`config.mk`:
```
export PLATFORM = sky130hd
export DESIGN_NAME = clk_ratio_detect
export DESIGN_NICKNAME = d
export VERILOG_FILES = /design/src/rtl/clk_ratio_detect.sv
export SDC_FILE = /design/constraint.sdc
export NUM_CORES = 1
export LEC_CHECK = 0
export ABC_AREA = 0
export BUFFER_PORTS_ARGS = -buffer_cell sky130_fd_sc_hd__buf_2
export CAP_MARGIN = 20
export CORE_AREA = 3 3 76 56
export CTS_CLUSTER_DIAMETER = 40
export DETAILED_ROUTE_END_ITERATION = 8
export DIE_AREA = 0 0 79 59
export GPL_ROUTABILITY_DRIVEN = 0
export PLACE_DENSITY_LB_ADDON = 0.1
export SYNTH_ARGS = -nofsm -noshare
export SYNTH_HDL_FRONTEND = slang
export SYNTH_SLANG_ARGS = --single-unit
```
`constraint.sdc`:
```
create_clock -name clk -period 2 [get_ports clk]
set_input_delay 0.1 -clock clk [delete_from_list [all_inputs] [get_ports clk]]
set_output_delay 0.1 -clock clk [all_outputs]
set_load 0.05 [all_outputs]
```
`src/rtl/clk_ratio_detect.sv`:
```
// Measures the period and high time of a divided clock sampled on clk and
// locks onto its divide ratio (/2, /3, /4, /8) after repeated matching periods.
module clk_ratio_detect #(
  parameter int unsigned LOCK_CNT   = 4,
  parameter int unsigned MAX_PERIOD = 15
) (
  input  logic       clk,
  input  logic       rst,
  input  logic       en,
  input  logic       din,
  output logic [1:0] ratio,
  output logic [3:0] period,
  output logic [3:0] high_time,
  output logic       locked,
  output logic       upd,
  output logic       err
);

  localparam logic [3:0] MAXP  = 4'(MAX_PERIOD);
  localparam logic [2:0] LOCKV = 3'(LOCK_CNT);

  typedef enum logic [1:0] {S_IDLE, S_ARMED, S_MEASURE, S_LOCKED} state_t;

  state_t     r_state, w_state_nxt;
  logic       r_din_q;
  logic [3:0] r_cyc_cnt, r_hi_cnt;
  logic [1:0] r_cand, w_cand_nxt;
  logic [2:0] r_match, w_match_nxt, w_match_inc;
  logic       r_tmo_done, w_tmo_set;
  logic [1:0] r_ratio, w_ratio_nxt;
  logic [3:0] r_period, w_period_nxt, r_high, w_high_nxt;
  logic       r_locked, w_locked_nxt, r_upd, w_upd_nxt, r_err, w_err_nxt;
  logic       w_rise, w_timeout, w_valid;
  logic [1:0] w_code;

  assign w_rise    = din & ~r_din_q;
  // A saturated counter only times out once until the next edge re-arms it.
  assign w_timeout = (r_cyc_cnt == MAXP) & ~r_tmo_done;

  always_comb begin
    w_valid = 1'b0;
    w_code  = 2'd0;
    if (r_hi_cnt == 4'd1) begin
      case (r_cyc_cnt)
        4'd2: begin w_valid = 1'b1; w_code = 2'd1; end
        4'd3: begin w_valid = 1'b1; w_code = 2'd0; end
        4'd4: begin w_valid = 1'b1; w_code = 2'd2; end
        4'd8: begin w_valid = 1'b1; w_code = 2'd3; end
        default: ;
      endcase
    end
  end

  assign w_match_inc = (w_code == r_cand) ? r_match + 3'd1 : 3'd1;

  always_comb begin
    w_state_nxt  = r_state;
    w_cand_nxt   = r_cand;
    w_match_nxt  = r_match;
    w_ratio_nxt  = r_ratio;
    w_period_nxt = r_period;
    w_high_nxt   = r_high;
    w_locked_nxt = r_locked;
    w_upd_nxt    = 1'b0;
    w_err_nxt    = 1'b0;
    w_tmo_set    = 1'b0;
    if (!en) begin
      w_state_nxt  = S_IDLE;
      w_locked_nxt = 1'b0;
      w_match_nxt  = '0;
    end else begin
      case (r_state)
        S_IDLE: w_state_nxt = S_ARMED;
        S_ARMED: begin
          if (w_rise) begin
            w_state_nxt = S_MEASURE;
            w_match_nxt = '0;
          end else if (w_timeout) begin
            w_err_nxt   = 1'b1;
            w_tmo_set   = 1'b1;
            w_match_nxt = '0;
          end
        end
        default: begin
          if (w_rise) begin
            w_upd_nxt    = 1'b1;
            w_period_nxt = r_cyc_cnt;
            w_high_nxt   = r_hi_cnt;
            if (!w_valid) begin
              w_err_nxt    = 1'b1;
              w_match_nxt  = '0;
              w_locked_nxt = 1'b0;
              w_state_nxt  = S_MEASURE;
            end else if (r_state == S_LOCKED) begin
              if (w_code != r_ratio) begin
                w_err_nxt    = 1'b1;
                w_locked_nxt = 1'b0;
                w_cand_nxt   = w_code;
                w_match_nxt  = 3'd1;
                w_state_nxt  = S_MEASURE;
              end
            end else begin
              w_cand_nxt  = w_code;
              w_match_nxt = w_match_inc;
              if (w_match_inc == LOCKV) begin
                w_state_nxt  = S_LOCKED;
                w_locked_nxt = 1'b1;
                w_ratio_nxt  = w_code;
              end
            end
          end else if (w_timeout) begin
            w_err_nxt    = 1'b1;
            w_tmo_set    = 1'b1;
            w_locked_nxt = 1'b0;
            w_match_nxt  = '0;
            w_state_nxt  = S_ARMED;
          end
        end
      endcase
    end
  end

  always_ff @(posedge clk) begin
    if (rst) begin
      r_state    <= S_IDLE;
      r_din_q    <= 1'b0;
      r_cyc_cnt  <= '0;
      r_hi_cnt   <= '0;
      r_cand     <= '0;
      r_match    <= '0;
      r_tmo_done <= 1'b0;
      r_ratio    <= '0;
      r_period   <= '0;
      r_high     <= '0;
      r_locked   <= 1'b0;
      r_upd      <= 1'b0;
      r_err      <= 1'b0;
    end else begin
      r_state   <= w_state_nxt;
      r_din_q   <= din;
      if (w_rise) r_cyc_cnt <= 4'd1;
      else if (r_cyc_cnt < MAXP) r_cyc_cnt <= r_cyc_cnt + 4'd1;
      if (w_rise) r_hi_cnt <= 4'd1;
      else if (din && r_hi_cnt != 4'd15) r_hi_cnt <= r_hi_cnt + 4'd1;
      if (w_rise) r_tmo_done <= 1'b0;
      else if (w_tmo_set) r_tmo_done <= 1'b1;
      r_cand    <= w_cand_nxt;
      r_match   <= w_match_nxt;
      r_ratio   <= w_ratio_nxt;
      r_period  <= w_period_nxt;
      r_high    <= w_high_nxt;
      r_locked  <= w_locked_nxt;
      r_upd     <= w_upd_nxt;
      r_err     <= w_err_nxt;
    end
  end

  assign ratio     = r_ratio;
  assign period    = r_period;
  assign high_time = r_high;
  assign locked    = r_locked;
  assign upd       = r_upd;
  assign err       = r_err;

endmodule
```
==> reports/results.tsv, run 1 <==
metric	value	unit
pre-CTS setup slack	-91.5	ps
initial antenna violation count	0	
maxcap violations	0	
number of global-route vias before repair	1310	
Core ar.	3560	µm²
number of diodes	0	
skew final	6.20	ps
sequential-to-total area share from yosys stat	0.384	
Post-synth EDFFs	0	
Rel. slew slack	0.627	
FMAX	515	MHz
WP buf/inv	1	
CTS tree	done	
maximum clock insertion buffer count	2	
WP data required	2200	ps
grt total ovfl	0	
Post-synth ARST share	0	
CTS Buf Count	5	
Routed Antenna Nets	0	
drt pass-1 iters	5	
Max rail drop VDD	444	µV
Post-Layout Cell Count	274	
CTS root buf	clkbuf_8	
overall power	1.34	mW
area share of the largest cell type after synthesis	0.384	
Clk pin slew, worst setup/hold paths	70	ps
Post-Synthesis Cells	185	
die span in y	59	µm
r2r setup slk	60	ps
slew at the pin closest to its max-slew limit	555	ps
Crit path largest cell delay	490	ps
Area after DPL	1820	µm²
Avg Vias per Cell	5.34	
critical path arrival	2140	ps
final worst path period share	0.970	
CP Class	reg -> reg	
Clock Latency Late Sink	280	ps
io pins	17	
Final setup viols	0	
global-route wire length before repair	6.24	mm
wire per inst	14.4	µm
Rows	18	
fill count	343	
Hold Crit Class	in -> reg	
Mapped Nets	195	
syn avg cell area	8.45	µm²
clk sink count	30	
total track usage	0.176	
Post-DP HPWL	2.90	mm
outcome	finished clean	
largest net degree at the start of global routing	21	
max-slew violation count	0	
dominant cell type by area after synthesis	dfxtp_1	
PnR worst setup slack	59.8	ps
die area	4660	µm²
Largest delay share family, worst path	compound AO/OA/AOI/OAI gates	
number of synthesized register bits	30	
Critical Path Sink Type	register	
initial core utilization	0.439	
top cells by area, synth	dfxtp_1 38%, a21oi_1 5.4%, nand2_1 5.0%	
final worst path period need	1940	ps
RSZ-0062 raised after global routing	true	
Syn. warnings	0	
# port buffers	16	
final hold violation count	0	
vias	1462	
setup TNS	0	ps
DRC violations left	0	
DRT Wirelength	3.95	mm
Area Growth Syn to Fin	30.4	%
post-synthesis cell type count	50	
crit-path max FO	8	
die width	79	µm
P per Cell Area	658	nW/µm²
Placed Cells	265	
fin nets	233	
CP startpoint kind	register	
1st-iter DRT viols	107	
Post-Syn Area	1560	µm²
leakage power total	0.806	nW
H-Tree Depth	2	
layout cell share with drive strength beyond 1	0.326	
CP cell instances	inv_2 > ha_4 > or4b_4 > o32a_4 > nor2_8 > a31oi_2 > o22ai_1	
post-route cell area	2040	µm²
Main synth FF type	dfxtp_1	
slowest cell on the critical path	or4b_4	
-- worst min-delay path, delay by kind of cell --
| family | cells | cell delay [ps] |
|---|---|---|
| buffers and inverters | 2 | 150 |
| and+or+nand+nor | 1 | 90 |
-- Yosys cell counts (2+ instances only) --
| master | number |
|---|---|
| a21oi_1 | 17 |
| ha_1 | 6 |
| a211oi_1 | 2 |
| nor2b_1 | 4 |
| nand3_1 | 4 |
| xor2_1 | 2 |
| dfxtp_1 | 30 |
| nor3_1 | 7 |
| nor3b_1 | 2 |
| inv_1 | 10 |
| clkbuf_1 | 4 |
| nand4_1 | 6 |
| nand2b_1 | 4 |
| o21ai_0 | 2 |
| nand2_1 | 21 |
| and3_1 | 2 |
| nor2_1 | 19 |
| a31oi_1 | 4 |
| o21ai_1 | 5 |
| xnor2_1 | 4 |
-- repair_timing --
| item | 4_1_cts | 5_1_grt |
|---|---|---|
| gates cloned | 0 | 0 |
| buffers inserted | 1 | 1 |
| endpoints found under the hold margin | 0 | 0 |
| endpoints found under the setup margin | 8 | 10 |
| hold buffers | 0 | 0 |
| gates resized for setup | 10 | 13 |
| pin swaps | 3 | 6 |
-- metrics by stage --
step           hold WS, ps   util
2_1_floorplan          235      -
3_3_place_gp           374  0.513
3_5_place_dp           381  0.513
4_1_cts               96.7  0.555
5_1_grt                110  0.573
6_report              96.5  0.573
-- routing by layer --
layer	global-route usage	routed length (µm)	vias up
met2	0.253	1650	61
met4	0.0613	40	0
met3	0.0456	288	8
met5	0	0	-
met1	0.254	1970	651
li1	-	-	742
-- power by group --
| part | leakage, nW | total [mW] | internal (mW) | switching, mW |
|---|---|---|---|---|
| sequential | 0.244 | 0.618 | 0.609 | 0.00988 |
| combinational | 0.504 | 0.155 | 0.0660 | 0.0893 |
| clock | 0.0575 | 0.568 | 0.347 | 0.221 |
| total | 0.806 | 1.34 | 1.02 | 0.320 |
-- cells by family (layout without fill, tap and decap cells) --
logic type,after synthesis,after routing,share of synthesized area
AND/OR/NAND/NOR,78,78,0.262
AO/OA/AOI/OAI,46,46,0.210
flip-flops,30,30,0.384
XOR/XNOR,6,6,0.0336
multiplexers,2,2,0.0136
adder cells (fa/ha/maj),6,6,0.0480
buffers and inverters,17,56,0.0488
-- registers in the layout (all words and copies together) (netlist names) --
name        flops
ratio           2
r_cand          2
r_hi_cnt        4
r_match         3
r_din_q         1
upd             1
r_tmo_done      1
r_cyc_cnt       4
err             1
period          4
r_state         2
high_time       4
locked          1
-- layout make-up --
class,instances,area (µm²),share of cell area
timing repair buffer,38,245,0.120
inverter,10,37.5,0.0184
multi-input combinational,138,980,0.481
clock buffer,8,110,0.0540
tap,50,62.6,0.0307
sequential,30,603,0.296
-- worst paths after layout --
kind	depth (start not counted)	startpoint	endpoint
setup / recovery	7	r_hi_cnt[1]	r_match[0]
hold reg to reg	2	high_time[0]	high_time[0]
setup reg to reg	7	r_hi_cnt[1]	r_match[0]
hold / removal	3	din	r_din_q
-- cell usage in the layout (no fill, tap or decap), types with 2 or more instances in the layout --
cell type  count
nand2b_1       4
and3_1         2
xnor2_1        4
o21ai_2        2
ha_2           2
buf_4         22
ha_1           3
a31oi_1        3
xor2_1         2
a21oi_1       16
o21ai_1        5
dfxtp_2        2
buf_2         16
inv_1          9
nand4_1        6
nand3_1        4
nor3_1         7
nand2_1       20
nor2b_1        4
nor2_1        19
clkbuf_8       8
dfxtp_1       28
Note: power is estimated with default switching activity, not from simulation.
==> inputs of run 2 (changes only) <==
--- a/config.mk
+++ b/config.mk
@@ -5,7 +5,7 @@
 export SDC_FILE = /design/constraint.sdc
 export NUM_CORES = 1
 export LEC_CHECK = 0
-export ABC_AREA = 0
+export ABC_AREA = 1
 export BUFFER_PORTS_ARGS = -buffer_cell sky130_fd_sc_hd__buf_2
 export CAP_MARGIN = 20
 export CORE_AREA = 3 3 76 56
@@ -13,6 +13,7 @@
 export DETAILED_ROUTE_END_ITERATION = 8
 export DIE_AREA = 0 0 79 59
 export GPL_ROUTABILITY_DRIVEN = 0
+export MAX_ROUTING_LAYER = met4
 export PLACE_DENSITY_LB_ADDON = 0.1
 export SYNTH_ARGS = -nofsm -noshare
 export SYNTH_HDL_FRONTEND = slang
==> run 2 against run 1 <==
  * Routed wire length is 15% lower
  * Final cell count is 5.8% higher
  * Synthesized cell count is 17% higher
  * Setup slack better by 140 ps
  * Combinational power is 3% lower
  * Critical path depth is 4 higher
  * Maximum frequency is 7.8% higher
  * Global-route usage is 0.44 points lower
  * Register-to-register slack better by 140 ps
  * Sequential power is 1% higher
  * Largest power group unchanged
==> reports/results.tsv, run 2 <==
metric	value	unit	change
dominant cell type by area after synthesis	dfxtp_1		
Post-Layout Cell Count	290		+5.8%
maximum clock insertion buffer count	2		unchanged
Post-Syn Area	1560	µm²	about the same
Avg Vias per Cell	4.72		-12%
Final setup viols	0		unchanged
CP Class	reg -> reg		
H-Tree Depth	2		unchanged
P per Cell Area	697	nW/µm²	+5.9%
wire per inst	11.5	µm	-20%
die span in y	59	µm	unchanged
Mapped Nets	227		+16%
DRT Wirelength	3.35	mm	-15%
final worst path period share	0.900		-0.0698
most frequent cells in the layout	30 x dfxtp_1, 29 x nor2_1, 29 x nand2_1		
layout cell share with drive strength beyond 1	0.221		-0.105
critical path arrival	1970	ps	-170 ps
Syn. warnings	0		unchanged
fin nets	251		+7.7%
Clock Latency Late Sink	280	ps	about the same
global-route wire length before repair	5.95	mm	-4.6%
outcome	finished clean		
vias	1368		-6.4%
top cells by area, synth	dfxtp_1 38%, nor2_1 7.2%, a21oi_1 7.1%		
Rows	18		unchanged
CTS Buf Count	5		unchanged
Post-Synthesis Cells	217		+17%
leakage power total	0.853	nW	+5.9%
WP data required	2170	ps	-30 ps
Post-synth EDFFs	0		unchanged
Clk pin slew, worst setup/hold paths	60	ps	about the same
CTS root buf	clkbuf_8		
PnR worst setup slack	199	ps	+140 ps
max-slew violation count	0		unchanged
Core ar.	3560	µm²	unchanged
largest net degree at the start of global routing	16		-24%
crit-path max FO	5		-3
hold_buf cts	0		unchanged
area share of the largest cell type after synthesis	0.385		about the same
setup TNS	0	ps	unchanged
Placed Cells	284		+7.2%
clk sink count	30		unchanged
maxcap violations	0		unchanged
Main synth FF type	dfxtp_1		
die width	79	µm	unchanged
1st-iter DRT viols	75		-30%
Post-DP HPWL	2.60	mm	-10%
Routed Antenna Nets	0		unchanged
Area Growth Syn to Fin	15.4	%	
RSZ-0062 raised after global routing	false		
final hold violation count	0		unchanged
die area	4660	µm²	unchanged
initial core utilization	0.439		about the same
io pins	17		unchanged
pre-CTS setup slack	208	ps	+299 ps
total track usage	0.171		-0.00441
DRC violations left	0		unchanged
drt pass-1 iters	4		-1
most common cell after layout, fill and taps aside	dfxtp_1		
WHS	64.5	ps	-32.0 ps
# port buffers	16		unchanged
Rel. slew slack	0.762		+0.134
syn avg cell area	7.20	µm²	-15%
Commonest cells post-synth	30 x dfxtp_1, 30 x nor2_1, 29 x nand2_1, 27 x inv_1, 22 x a21oi_1		
sequential-to-total area share from yosys stat	0.385		about the same
number of synthesized register bits	30		unchanged
Critical Path Sink Type	register		
Post-synth ARST share	0		unchanged
final worst path period need	1800	ps	-140 ps
number of global-route vias before repair	1233		-5.9%
Max rail drop VDD	310	µV	-30%
overall power	1.26	mW	-6.4%
slew at the pin closest to its max-slew limit	357	ps	-198 ps
post-synthesis cell type count	27		-46%
skew final	6.22	ps	+0.0157 ps
grt total ovfl	0		unchanged
CTS tree	done		
CP startpoint kind	register		
FMAX	555	MHz	+7.8%
initial antenna violation count	0		unchanged
Hold Crit Class	in -> reg		
number of diodes	0		unchanged
==> run 2: cell types whose count changed in the layout (fill, tap and decap cells not counted), sizes merged, moves of 5 or more <==
cell   previous run  this run
inv              10        32
nand2            21        37
nor2             21        37
a21oi            17        22
nand3             4        16
buf              38        19
o21ai             8        23
==> run 2: cell families after synthesis <==
logic type / share of synthesized area
AOI/OAI and AO/OA: 0.151
xor gates and xnor gates: 0.0112
adders and majority gates: 0.0481
buffers and inverters: 0.0857
DFF: 0.385
and+or+nand+nor: 0.320
==> run 2: worst max-delay path, stage by stage, from the launching register on <==
cell	delay [ps]
dfxtp_1	370
inv_2	80
ha_1	210
nand3_1	110
nand2_2	90
nand2_2	80
nand2_1	50
nand2_1	100
nand4_2	120
or2_4	280
a21oi_1	140
nor2_1	60
==> run 2: path summary, 6_finish.rpt <==
| path | from | end | slack, ps | cells past startpoint |
|---|---|---|---|---|
| hold reg to reg | locked | locked | 450 | 2 |
| hold / removal | din | r_din_q | 60 | 3 |
| setup reg to reg | r_cyc_cnt[0] | ratio[0] | 200 | 11 |
| setup / recovery | r_cyc_cnt[0] | ratio[0] | 200 | 11 |
==> run 2: timing repair <==
action,in CTS,in global routing
setup endpoints to repair,0,2
endpoints found under the hold margin,0,0
setup buffers,0,0
gates resized for setup,0,2
==> run 2: report_power, final <==
| group | switching (mW) | leakage [nW] | internal, mW |
|---|---|---|---|
| Combinational | 0.105 | 0.567 | 0.0455 |
| Clock | 0.214 | 0.0431 | 0.265 |
| Sequential | 0.0130 | 0.243 | 0.613 |
==> run 2: layer usage <==
| metal | GRT usage | vias to the layer above | wire length (µm) |
|---|---|---|---|
| li1 | - | 744 | - |
| met3 | 0.0456 | 5 | 139 |
| met5 | - | - | 0 |
| met2 | 0.210 | 23 | 1200 |
| met1 | 0.256 | 596 | 1960 |
| met4 | 0.0735 | 0 | 51 |
==> run 2: through the flow <==
| step | instance area [µm²] | utilization |
|---|---|---|
| floorplan | 1560 | - |
| global placement | 1720 | 0.482 |
| detailed placement | 1720 | 0.482 |
| CTS | 1800 | 0.506 |
| global route | 1800 | 0.506 |
| finish | 1800 | 0.506 |
==> run 2: layout make-up <==
class,instances,area [µm²]
sequential,30,601
tap,50,62.6
timing repair buffer,19,103
multi-input combinational,152,830
inverter,33,124
clock buffer,6,82.6
fill,378,1760
==> inputs of run 3 (changes only) <==
--- a/config.mk
+++ b/config.mk
@@ -8,13 +8,16 @@
 export ABC_AREA = 1
 export BUFFER_PORTS_ARGS = -buffer_cell sky130_fd_sc_hd__buf_2
 export CAP_MARGIN = 20
-export CORE_AREA = 3 3 76 56
+export CELL_PAD_IN_SITES_DETAIL_PLACEMENT = 0
+export CELL_PAD_IN_SITES_GLOBAL_PLACEMENT = 2
+export CORE_AREA = 3 3 92 68
 export CTS_CLUSTER_DIAMETER = 40
 export DETAILED_ROUTE_END_ITERATION = 8
-export DIE_AREA = 0 0 79 59
+export DIE_AREA = 0 0 95 71
 export GPL_ROUTABILITY_DRIVEN = 0
 export MAX_ROUTING_LAYER = met4
 export PLACE_DENSITY_LB_ADDON = 0.1
+export REMOVE_ABC_BUFFERS = 1
 export SYNTH_ARGS = -nofsm -noshare
 export SYNTH_HDL_FRONTEND = slang
 export SYNTH_SLANG_ARGS = --single-unit
==> run 3 against run 2 <==
  * Sequential power about the same
  * Sequential cell count did not move
  * Hold slack improved by 14 ps
  * Count of clock-buffer cells in the layout increased by 1
  * Maximum frequency hardly changed
  * Clock power up 25%
  * First-iteration DRC count fell by 16%
  * Critical path depth unchanged
  * Register-to-register slack barely moved
  * Critical path type unchanged
  * Highest routed layer unchanged
==> reports/results.tsv, run 3 (synthesis results as in run 2) <==
metric	value	unit	change
outcome	finished clean		
Critical Path Sink Type	register		
hold_buf cts	0		unchanged
final worst path period need	1800	ps	-0.564 ps
final hold violation count	0		unchanged
Area after DPL	1760	µm²	+2.3%
leakage power total	0.867	nW	+1.7%
critical path arrival	1980	ps	about the same
initial core utilization	0.281		-0.158
global-route wire length before repair	6.51	mm	+9.3%
CP startpoint kind	register		
sequential share of power	0.454		-0.045
grt total ovfl	0		unchanged
FMAX	556	MHz	about the same
Pint	1.03	mW	+12%
number of global-route vias before repair	1296		+5.1%
skew final	3.91	ps	-2.31 ps
final worst path period share	0.900		about the same
crit-path max FO	5		unchanged
Rel. slew slack	0.739		-0.0223
pre-CTS setup slack	184	ps	-24.1 ps
setup TNS	0	ps	unchanged
Routed Antenna Nets	0		unchanged
die span in y	71	µm	+20%
overall power	1.38	mW	+9.8%
Clock Latency Late Sink	280	ps	about the same
Clk pin slew, worst setup/hold paths	60	ps	about the same
Comb pwr share	0.110		-0.010
DRT Wirelength	3.82	mm	+14%
Post-DP HPWL	2.98	mm	+15%
max-slew violation count	0		unchanged
Hold Crit Class	in -> reg		
1st-iter DRT viols	63		-16%
Clock power frac	0.436		+0.054
Reg2Reg Depth	11		unchanged
worst hold path cell count	3		unchanged
die width	95	µm	+20%
CTS tree	done		
Max rail drop VDD	307	µV	-0.85%
RSZ-0062 raised after global routing	false		
H-Tree Depth	2		unchanged
largest net degree at the start of global routing	13		-3
most frequent cells in the layout	30 x nor2_1, 30 x dfxtp_1, 29 x nand2_1		
number of diodes	0		unchanged
switching share of power	0.253		-0.0116
clk sink count	30		unchanged
P per Cell Area	741	nW/µm²	+6.3%
initial antenna violation count	0		unchanged
Area Growth Syn to Fin	19.2	%	
# port buffers	16		unchanged
Final setup viols	0		unchanged
WP data required	2180	ps	about the same
total track usage	0.128		-0.0428
Core ar.	5550	µm²	+56%
maximum clock insertion buffer count	2		unchanged
Switch Pwr	349	µW	+5.0%
post-route cell area	1860	µm²	+3.3%
CTS Buf Count	5		unchanged
Rows	23		+5
CP Class	reg -> reg		
io pins	17		unchanged
die area	6750	µm²	+45%
Avg Vias per Cell	4.29		-9.1%
PnR worst setup slack	200	ps	+0.564 ps
wire per inst	12.0	µm	+4.1%
maxcap violations	0		unchanged
slew at the pin closest to its max-slew limit	390	ps	+32.5 ps
CTS root buf	clkbuf_8		
DRC violations left	0		unchanged
fin nets	252		+0.40%
layout cell share with drive strength beyond 1	0.218		-0.00273
vias	1364		-0.29%
drt pass-1 iters	4		unchanged
Post-Layout Cell Count	318		+9.7%
Placed Cells	310		+9.2%
## run 3: changes by cell type in the layout (fill, tap and decap cells not counted)
cell | before | now
bufinv_16 | 0 | 1
clkbuf_8 | 6 | 5
buf_4 | 3 | 4
nor2_1 | 29 | 30
nor2_2 | 4 | 3
clkbuf_1 | 0 | 2
## run 3: layer usage
| layer | track usage | share of wire | vias to the layer above |
|---|---|---|---|
| met3 | 0.0351 | 0.045 | 4 |
| met5 | - | 0 | - |
| met1 | 0.191 | 0.57 | 590 |
| met4 | 0.0336 | 0.0089 | 0 |
| li1 | - | - | 746 |
| met2 | 0.167 | 0.37 | 24 |
## run 3: per-stage QoR
stage	utilization	hold slack, ps
global route	0.335	96.4
CTS	0.335	74.7
floorplan	-	169
detailed placement	0.316	372
finish	0.335	78.7
global placement	0.316	346
## run 3: layout make-up
type	instances	area [µm²]
Fill cell	611	3690
Multi-Input combinational cell	152	827
Sequential cell	30	601
Inverter	33	124
Timing Repair Buffer	20	110
Tap cell	75	93.8
Clock buffer	7	76.3
Clock inverter	1	30.0
## run 3: power groups by stage
| stage | sequential (mW) | clock [mW] | combinational, mW |
|---|---|---|---|
| final | 0.627 | 0.601 | 0.152 |
| after global routing | 0.629 | 0.650 | 0.173 |
| after CTS | 0.627 | 0.623 | 0.153 |
| after detailed placement | 0.640 | 0 | 0.152 |
| after global placement | 0.641 | 0 | 0.158 |
| after floorplan | 0.653 | 0 | 0.0965 |
## run 3: critical path, stage by stage, from the launching register on
cell and delay [ps]:
dfxtp_1 380, inv_2 80, ha_1 210, nand3_1 100
nand2_2 100, nand2_2 80, nand2_1 50, nand2_1 110
nand4_2 130, or2_4 280, a21oi_1 120, nor2_1 50
## run 3: worst paths after layout
path / startpoint / end / slack [ps]
worst min-delay path: din / r_din_q / 80
worst max register to register: r_cyc_cnt[0] / ratio[0] / 200
worst min register to register: locked / locked / 470
worst max-delay path: r_cyc_cnt[0] / ratio[0] / 200
## run 3: what timing repair did
item,4_1_cts,5_1_grt
endpoints found under the setup margin,0,5
buffers inserted,0,0
resized for setup,0,1
